==> src/rtl/wfg_record_mem.sv <==
// AXI-Stream capture into a single-port SRAM, walking START/INC/END word addresses.
// Optional decimation of accepted beats when WFG_RECORD_MEM_DECIMATE_EN is defined.
`timescale 1ns/1ps
module wfg_record_mem #(
  parameter int ADDR_W = 10,
  parameter int CNT_W  = 16
) (
  input  logic              clk,
  input  logic              rst_n,
  output logic              wfg_axis_tready_o,
  input  logic              wfg_axis_tvalid_i,
  input  logic [31:0]       wfg_axis_tdata_i,
  input  logic              ctrl_en_q_i,
  input  logic              ctrl_wrap_q_i,
  input  logic [15:0]       start_val_q_i,
  input  logic [15:0]       end_val_q_i,
  input  logic [7:0]        inc_val_q_i,
`ifdef WFG_RECORD_MEM_DECIMATE_EN
  input  logic [7:0]        decim_val_q_i,
`endif
  output logic              done_o,
  output logic              wrapped_o,
  output logic [CNT_W-1:0]  sample_cnt_o,
  output logic              csb0,
  output logic              web0,
  output logic [3:0]        wmask0,
  output logic [ADDR_W-1:0] addr0,
  output logic [31:0]       din0
);

  typedef enum logic [1:0] {
    ST_IDLE   = 2'd0,
    ST_ACCEPT = 2'd1,
    ST_WRITE  = 2'd2,
    ST_DONE   = 2'd3
  } state_t;

  state_t             state_r;
  state_t             next_state_s;
  logic [15:0]        cur_addr_r;
  logic [31:0]        data_r;
  logic               csb_r;
  logic               done_r;
  logic               wrapped_r;
  logic [CNT_W-1:0]   cnt_r;
  logic               beat_s;
  logic               store_s;
  logic [16:0]        sum_s;
  logic               fits_s;
  logic               clear_s;

  // Disable gates ready directly so a beat in the disable cycle is never taken.
  assign wfg_axis_tready_o = (state_r == ST_ACCEPT) && ctrl_en_q_i;
  assign beat_s            = wfg_axis_tvalid_i && wfg_axis_tready_o;

  // Full 17-bit sum so a carry out of 16 bits still counts as overshooting the end.
  assign sum_s   = {1'b0, cur_addr_r} + {9'd0, inc_val_q_i};
  assign fits_s  = (sum_s <= {1'b0, end_val_q_i});
  assign clear_s = (state_r == ST_IDLE) || (next_state_s == ST_IDLE);

`ifdef WFG_RECORD_MEM_DECIMATE_EN
  logic [7:0] beat_cnt_r;

  assign store_s = beat_s && (beat_cnt_r == decim_val_q_i);

  // Beat counter selecting one accepted beat out of every decim+1.
  always_ff @(posedge clk or negedge rst_n) begin
    if (!rst_n) begin
      beat_cnt_r <= 8'd0;
    end else if (clear_s) begin
      beat_cnt_r <= 8'd0;
    end else if (store_s) begin
      beat_cnt_r <= 8'd0;
    end else if (beat_s) begin
      beat_cnt_r <= beat_cnt_r + 8'd1;
    end else begin
      beat_cnt_r <= beat_cnt_r;
    end
  end
`else
  assign store_s = beat_s;
`endif

  // State register.
  always_ff @(posedge clk or negedge rst_n) begin
    if (!rst_n) begin
      state_r <= ST_IDLE;
    end else begin
      state_r <= next_state_s;
    end
  end

  // Next-state decode; disarm wins from every state.
  always_comb begin
    next_state_s = state_r;
    case (state_r)
      ST_IDLE: begin
        if (ctrl_en_q_i) next_state_s = ST_ACCEPT;
        else             next_state_s = ST_IDLE;
      end
      ST_ACCEPT: begin
        if (!ctrl_en_q_i) next_state_s = ST_IDLE;
        else if (store_s) next_state_s = ST_WRITE;
        else              next_state_s = ST_ACCEPT;
      end
      ST_WRITE: begin
        if (!ctrl_en_q_i)       next_state_s = ST_IDLE;
        else if (fits_s)        next_state_s = ST_ACCEPT;
        else if (ctrl_wrap_q_i) next_state_s = ST_ACCEPT;
        else                    next_state_s = ST_DONE;
      end
      ST_DONE: begin
        if (!ctrl_en_q_i) next_state_s = ST_IDLE;
        else              next_state_s = ST_DONE;
      end
      default: next_state_s = ST_IDLE;
    endcase
  end

  // Address walk, captured sample and status registers.
  always_ff @(posedge clk or negedge rst_n) begin
    if (!rst_n) begin
      cur_addr_r <= 16'h0000;
      data_r     <= 32'h0000_0000;
      wrapped_r  <= 1'b0;
      cnt_r      <= {CNT_W{1'b0}};
      done_r     <= 1'b0;
    end else begin
      done_r <= (next_state_s == ST_DONE);

      if (state_r == ST_IDLE) begin
        cur_addr_r <= start_val_q_i;
      end else if (state_r == ST_WRITE) begin
        if (fits_s)             cur_addr_r <= sum_s[15:0];
        else if (ctrl_wrap_q_i) cur_addr_r <= start_val_q_i;
        else                    cur_addr_r <= cur_addr_r;
      end else begin
        cur_addr_r <= cur_addr_r;
      end

      if (store_s) data_r <= wfg_axis_tdata_i;
      else         data_r <= data_r;

      if (clear_s) begin
        cnt_r     <= {CNT_W{1'b0}};
        wrapped_r <= 1'b0;
      end else if (state_r == ST_WRITE) begin
        if (cnt_r != {CNT_W{1'b1}}) cnt_r <= cnt_r + {{(CNT_W-1){1'b0}}, 1'b1};
        else                        cnt_r <= cnt_r;
        if (!fits_s && ctrl_wrap_q_i) wrapped_r <= 1'b1;
        else                          wrapped_r <= wrapped_r;
      end else begin
        cnt_r     <= cnt_r;
        wrapped_r <= wrapped_r;
      end
    end
  end

  // SRAM strobe registered from the upcoming state so it is low exactly in ST_WRITE.
  always_ff @(posedge clk or negedge rst_n) begin
    if (!rst_n) begin
      csb_r <= 1'b1;
    end else begin
      csb_r <= (next_state_s != ST_WRITE);
    end
  end

  // While idle the live start address is shown, matching the reset view of cur_addr.
  assign addr0 = (state_r == ST_IDLE) ? start_val_q_i[ADDR_W-1:0] : cur_addr_r[ADDR_W-1:0];

  assign csb0         = csb_r;
  assign web0         = csb_r;
  assign wmask0       = 4'hF;
  assign din0         = data_r;
  assign done_o       = done_r;
  assign wrapped_o    = wrapped_r;
  assign sample_cnt_o = cnt_r;

endmodule

==> config.mk <==
export PLATFORM = sky130hd
export DESIGN_NAME = wfg_record_mem
export DESIGN_NICKNAME = d
export VERILOG_FILES = /design/src/rtl/wfg_record_mem.sv
export SDC_FILE = /design/constraint.sdc
export NUM_CORES = 1
export LEC_CHECK = 0
export CAP_MARGIN = 20
export CORE_AREA = 8 8 117 119
export CTS_CLUSTER_DIAMETER = 120
export DETAILED_ROUTE_END_ITERATION = 12
export DIE_AREA = 0 0 125 127
export PLACE_DENSITY_LB_ADDON = 0.05
export SETUP_SLACK_MARGIN = 0.5
export SKIP_LAST_GASP = 1
export SYNTH_ARGS = -nofsm -noshare
export SYNTH_HDL_FRONTEND = slang
export SYNTH_SLANG_ARGS = --single-unit
export TNS_END_PERCENT = 30
==> constraint.sdc <==
create_clock -name clk -period 4 [get_ports clk]
set_input_delay 0.8 -clock clk [delete_from_list [all_inputs] [get_ports clk]]
set_output_delay 0.8 -clock clk [all_outputs]
set_load 0.05 [all_outputs]
==> run metrics, run 1 <==
global-route wire length before repair roughly 20000 microns; FF-to-FF path depth 16; Synth Warn # 0; Final Power about 4200 uW; Worst-Skew Late Latency about 0.33 ns; reg-to-reg startpoint cur_addr_r[0]$_DFFE_PN0P_; Syn Area/Cell around 9.9 sq um; largest net degree at the start of global routing 70; commonest non-fill, non-tap cell in the layout clkdlybuf4s50_1; initial antenna violation count 0; R2R Path End cur_addr_r[11]$_DFFE_PN0P_; Worst Max-Slew Pin Slew approximately 0.9 ns; Max VDD drop 311.3 uV; root buf cell clkbuf_16; Yosys top cell by area dfrtp_1; P_leak 0.002796 uW; Rows 40; Critical Path End cur_addr_r[11]$_DFFE_PN0P_; Cell variety after synth 48; Cell Area, Placed 0.005812 sq mm; vias per cell around 4.9; nets a little under 700; critical path capture point type register; number of buffers added on ports between 100 and 150; Starting Density about a third; Final setup viols 0; I/O Pins 144; grt total ovfl 0; initial drt markers between 100 and 150; Antenna Cells 0; Hold Crit Class register to register; Worst setup startpoint inc_val_q_i[7]; RSZ-0062 raised after global routing yes; wire per inst ~17 microns; PwrDens between 600 and 700 mW/mm^2; Achievable Freq between 200 and 300 MHz; antenna-violating nets left 0; Post-synth EDFFs 0; Clock Sinks 69; dpl hpwl approximately 9200 microns; Min Clock Period, post-route roughly 3.8 ns; Synth top area share 41.83%; CP startpoint kind input pin; Die Y between 100 and 150 microns; max cap viols 0; register area share after synthesis 42.48%; die width about 130 microns; relative slew slack around two fifths; CTS Buf Count 9; ys flop type dfrtp_1; layout cells sized above 1 24.79%; crit-path max FO 7; highest-count cells in the layout ignoring fill and taps 130 x clkdlybuf4s50_1, 68 x dfrtp_1, 56 x nand2_1; max-slew violation count 0; first-pass iteration count of the detailed router 4; WP data required 4.26 ns; Final Hold Viols 0; overall routing resource usage 15.78%; die area ~0.016 sq mm; Synth Cell Area 0.004068 sq mm; Core ar. approximately 0.012 sq mm; Area contributors post-synth dfrtp_1 42%, mux2_2 9.1%, ha_1 7.7%; design area about 0.0065 sq mm; Post-Synthesis Cells roughly 410; status complete, no violations; WHS about 0.5 ns; async set-reset flop share out of synthesis 100.0%; Setup CP Type input pin to register; skew final slightly below 0.005 ns; Max Root-Sink Buffers 2; total wire length roughly 12000 microns; routability cong. between 0.8 and 0.9; fin crit share a little over nine tenths; vias in the first global route 3873; reg-to-reg setup timing slack 0.28 ns; H-tree depth 3; TritonCTS clock tree yes; FF+latch count, synth between 60 and 70; clk slew on worst S/H paths ~0.050 ns; area grow syn2layout 58.90%; Worst Path Arrival slightly above 4 ns; via count about 3.6k; DRC viols 0
stage by stage:
stage | cells | setup TNS (ns) | setup WS (ns) | util [%]
after floorplan | 412 | 0 | 0.1382 | -
after global placement | 710 | -8.802 | -0.5262 | 49.21
after detailed placement | 710 | -10.71 | -0.6230 | 49.21
after CTS | 738 | 0 | 0.08013 | 53.50
after global routing | 744 | -0.02042 | -0.02042 | 54.72
final | 744 | 0 | 0.1671 | 54.72
power by group:
group	switching [uW]	internal, uW
combinational	1220	1130
clock	295	517
sequential	163	852
cells by family (layout without fill, tap and decap cells):
family | Yosys count | count (layout) | share of synthesized area (%)
compound gates | 71 | 71 | 12.49
xor+xnor | 27 | 27 | 5.814
fa+ha+maj | 26 | 26 | 8.182
buf+inv | 43 | 227 | 4.921
flops | 69 | 69 | 42.48
mux | 39 | 39 | 10.61
other cells | 1 | 4 | 0.09219
simple gates | 133 | 134 | 15.41
how the worst min path moves through the flow:
stage                                         start                         to  slack [ns]  cells after the start
after floorplan           cur_addr_r[5]$_DFFE_PN0P_  cur_addr_r[5]$_DFFE_PN0P_        0.48                      2
after global placement         din0[23]$_DFFE_PN0P_       din0[23]$_DFFE_PN0P_        0.49                      1
after detailed placement       din0[12]$_DFFE_PN0P_       din0[12]$_DFFE_PN0P_        0.49                      1
after CTS                      din0[23]$_DFFE_PN0P_       din0[23]$_DFFE_PN0P_        0.51                      1
after global routing           din0[28]$_DFFE_PN0P_       din0[28]$_DFFE_PN0P_        0.51                      1
final                          din0[28]$_DFFE_PN0P_       din0[28]$_DFFE_PN0P_        0.50                      1
metal layers:
metal,GRT usage (%),wire (microns)
met1,18.04,5355
met2,25.85,5765
met3,7.363,1096
met4,4.728,142
met5,0,0
final cells by class:
type / instances / area, sq um
Timing Repair Buffer: 189 / 1778
Sequential cell: 69 / 1728
Clock buffer: 13 / 260.3
Tap cell: 147 / 183.9
Multi-Input combinational cell: 301 / 2387
Fill cell: 1094 / 5348
Inverter: 22 / 82.58
Clock inverter: 3 / 43.79
registers in the layout, indices dropped and copies added (netlist names):
name,cells
din0,32
cur_addr_r,16
sample_cnt_o,16
state_r,2
csb0,1
done_o,1
wrapped_o,1
synthesized netlist by cell type, types with 2 or more instances:
| master | count |
|---|---|
| dfrtp_1 | 68 |
| nand2_1 | 58 |
| mux2_2 | 33 |
| ha_1 | 25 |
| inv_1 | 22 |
| nor2_1 | 22 |
| a21oi_1 | 18 |
| nand3_1 | 16 |
| o21ai_0 | 15 |
| xnor2_1 | 15 |
| nand4_1 | 13 |
| clkbuf_1 | 12 |
| xor2_1 | 12 |
| a211oi_1 | 6 |
| a2bb2oi_2 | 6 |
| buf_4 | 6 |
| mux2i_1 | 6 |
| o21bai_1 | 6 |
| and4_1 | 4 |
| nor3_1 | 4 |
| nor3b_1 | 4 |
| o211ai_1 | 3 |
| a221o_1 | 2 |
| a31oi_1 | 2 |
| and2_1 | 2 |
| and3_1 | 2 |
| buf_6 | 2 |
| o21a_1 | 2 |
| o21ai_1 | 2 |
| o22ai_1 | 2 |
| or2_2 | 2 |
what timing repair did:
item / 4_1_cts / 5_1_grt
hold endpoints to repair: 0 / 0
pin swaps: 30 / 30
buffers inserted: 11 / 6
resized for setup: 38 / 33
gates cloned: 1 / 0
setup endpoints to repair: 19 / 19
hold buffers: 0 / 0
critical path, cell delays in order:
cell	delay [ns]
clkdlybuf4s15_1	0.24
ha_4	0.19
or3_4	0.38
o31a_1	0.36
nand4_1	0.15
xnor2_1	0.10
ha_1	0.30
nand4_1	0.13
or4_4	0.51
nand3_1	0.12
o211a_4	0.22
o21bai_2	0.12
buf_4	0.17
a21oi_1	0.15
a2bb2oi_2	0.14
Note: power is estimated with default switching activity, not from simulation.
==> run 2, diff against run 1 <==
--- a/config.mk
+++ b/config.mk
@@ -5,6 +5,7 @@
 export SDC_FILE = /design/constraint.sdc
 export NUM_CORES = 1
 export LEC_CHECK = 0
+export ABC_CLOCK_PERIOD_IN_PS = 4000
 export CAP_MARGIN = 20
 export CORE_AREA = 8 8 117 119
 export CTS_CLUSTER_DIAMETER = 120
==> results of run 2 <==
The final DEF is identical to that of run 1; final timing and power are the same.
==> run 3, diff against run 2 <==
--- a/config.mk
+++ b/config.mk
@@ -5,7 +5,7 @@
 export SDC_FILE = /design/constraint.sdc
 export NUM_CORES = 1
 export LEC_CHECK = 0
-export ABC_CLOCK_PERIOD_IN_PS = 4000
+export ABC_CLOCK_PERIOD_IN_PS = 4500
 export CAP_MARGIN = 20
 export CORE_AREA = 8 8 117 119
 export CTS_CLUSTER_DIAMETER = 120
==> constraint.sdc (replaced) <==
create_clock -name clk -period 4.5 [get_ports clk]
set_input_delay 0.9 -clock clk [delete_from_list [all_inputs] [get_ports clk]]
set_output_delay 0.9 -clock clk [all_outputs]
set_load 0.05 [all_outputs]
==> run 3 against run 2 <==
Cell area is 0.66% lower. Cell count is 0.81% lower. Clock-buffer cell count stayed put. Largest power group unchanged. Register-to-register slack better by 0.41 ns. Critical path type unchanged. Hold slack worse by 0.00057 ns. First-iteration DRC count is 12% higher. Wire length is 2.7% higher. Combinational power is 14% lower. Setup slack better by 0.32 ns. Sequential share of layout area is 0.18 points higher. Clock skew hardly changed. Global-route usage is 0.60 points higher.
==> run metrics, run 3 (synthesized netlist as in run 1, its figures left out) <==
overall routing resource usage 16.38% (was 15.78%); Crit-path slowest cell or4_4 (unchanged); area grow syn2layout 57.86% (was 58.90%); grt total ovfl 0 (unchanged); antenna-violating nets left 0 (unchanged); fin crit share around 89%; Max Root-Sink Buffers 2 (unchanged); Hold Crit Class register to register (unchanged); clk slew on worst S/H paths 0.06 ns (was 0.05 ns); highest-count cells in the layout ignoring fill and taps 130 x clkdlybuf4s50_1, 68 x dfrtp_1, 55 x nand2_1 (was 130 x clkdlybuf4s50_1, 68 x dfrtp_1, 56 x nand2_1); CTS Buf Count 9 (unchanged); Final Hold Viols 0 (unchanged); Worst Max-Slew Pin Slew 0.9448 ns (was 0.9238 ns); commonest non-fill, non-tap cell in the layout clkdlybuf4s50_1 (unchanged); global-route wire length before repair 20820 microns (was 20140 microns); nets 689 (was 695); Clock Sinks 69 (unchanged); root buf cell clkbuf_16 (unchanged); DRC viols 0 (unchanged); slowest stage delay, CP 0.55 ns (was 0.51 ns); skew final 0.005169 ns (was 0.004852 ns); Largest register FFs 32 (unchanged); area of the multi-input gates 0.002376 sq mm (was 0.002387 sq mm); DP Cell Count 710 (unchanged); Die Y 127 microns (unchanged); Worst-Skew Late Latency 0.33 ns (about the same); fillers 1093 (was 1094); Worst Path Arrival 4.24 ns (was 4.09 ns); Rows 40 (unchanged); H-tree depth 3 (unchanged); register area 0.001728 sq mm (unchanged); critical path capture point type register (unchanged); WP data required 4.72 ns (was 4.26 ns); non-filler cells, final 738 (was 744); relative slew slack 37.01% (was 38.41%); number of buffers added on ports 139 (unchanged); Antenna Cells 0 (unchanged); status complete, no violations (unchanged); routability cong. 0.8175 (was 0.8440); wire per inst 17.20 microns (was 16.61 microns); PwrDens 572.2 mW/mm^2 (was 646.0 mW/mm^2); die area 0.01588 sq mm (unchanged); Buf/Inv on CP 2 (unchanged); CP startpoint kind input pin (unchanged); Min Clock Period, post-route roughly 4.0 ns; vias per cell 4.930 (was 4.890); TritonCTS clock tree yes (unchanged); Max VDD drop 399.4 uV (was 311.3 uV); cell breakdown of the critical path buf_8 -> ha_4 -> fa_2 -> a211oi_2 -> o21bai_2 -> o21a_2 -> nand2_2 -> xnor2_2 -> ha_1 -> nand4_1 -> or4_4 -> nand3b_1 -> o211a_4 -> and2_4 -> buf_12 -> mux2i_2 -> o21ai_1 (was clkdlybuf4s15_1 -> ha_4 -> or3_4 -> o31a_1 -> nand4_1 -> xnor2_1 -> ha_1 -> nand4_1 -> or4_4 -> nand3_1 -> o211a_4 -> o21bai_2 -> buf_4 -> a21oi_1 -> a2bb2oi_2); Achievable Freq between 200 and 250 MHz; layout cells sized above 1 24.37% (was 24.79%); Core ar. 0.01181 sq mm (unchanged); dpl hpwl 9211 microns (was 9245 microns); die width 125 microns (unchanged); max cap viols 0 (unchanged); vias in the first global route 4017 (was 3873); Layout Utilization 54.36% (was 54.72%); hold-fix buffers at CTS 0 (unchanged); initial drt markers 144 (was 129); max-slew violation count 0 (unchanged); Final setup viols 0 (unchanged); via count 3638 (unchanged); largest net degree at the start of global routing 70 (unchanged); Setup CP Type input pin to register (unchanged); crit-path max FO 8 (was 7); critical path's top delay family simple AND/OR/NAND/NOR gates (unchanged); initial antenna violation count 0 (unchanged); Starting Density 34.44% (unchanged); first-pass iteration count of the detailed router 4 (unchanged); I/O Pins 144 (unchanged); RSZ-0062 raised after global routing yes (unchanged); P_leak 0.002768 uW (was 0.002796 uW); total wire length 12700 microns (was 12360 microns)
[run 3: final cells by class]
cell class / instances / area share, %
sequential: 69 / 26.91
inverter: 22 / 1.286
clock inverter: 3 / 0.6625
timing repair buffer: 184 / 27.07
tap: 147 / 2.864
clock buffer: 13 / 4.209
multi-input combinational: 300 / 37.00
[run 3: per-layer routing]
| metal | part of all wire, % | track usage [%] |
|---|---|---|
| met3 | 10 | 8.569 |
| met2 | 44 | 25.79 |
| met5 | 0 | 0 |
| met4 | 2.0 | 6.089 |
| met1 | 44 | 18.59 |
[run 3: path summary, 6_finish.rpt]
kind	from	to	slack (ns)	cells after the start
max	inc_val_q_i[0]	cur_addr_r[1]$_DFFE_PN0P_	0.48	17
max in group asynchronous	rst_n	din0[3]$_DFFE_PN0P_	3.17	1
min	din0[26]$_DFFE_PN0P_	din0[26]$_DFFE_PN0P_	0.50	1
min reg2reg	din0[26]$_DFFE_PN0P_	din0[26]$_DFFE_PN0P_	0.50	1
min in group asynchronous	rst_n	cur_addr_r[10]$_DFFE_PN0P_	0.71	1
max reg2reg	cur_addr_r[0]$_DFFE_PN0P_	cur_addr_r[1]$_DFFE_PN0P_	0.69	16
[run 3: power breakdown]
group | internal (uW) | leakage (uW) | switching (uW)
clock | 474 | 0.000152 | 265
combinational | 975 | 0.00176 | 1050
sequential | 757 | 0.000855 | 152
[run 3: stage by stage]
step	hold slack [ns]	worst slack, ns	total power, uW	TNS (ns)	instance area [sq um]
floorplan	0.4752	0.5071	2031	0	4098
global placement	0.4873	-0.1266	2691	-0.9375	5811
detailed placement	0.4934	-0.1833	2713	-1.883	5811
CTS	0.5050	0.4110	3663	0	6367
global route	0.5191	0.3652	3924	0	6421
finish	0.5008	0.4828	3674	0	6421
[run 3: timing repair]
action,in CTS,in global routing
setup endpoints to repair,19,19
resized for setup,38,26
setup buffers,10,2
pin swaps,24,25
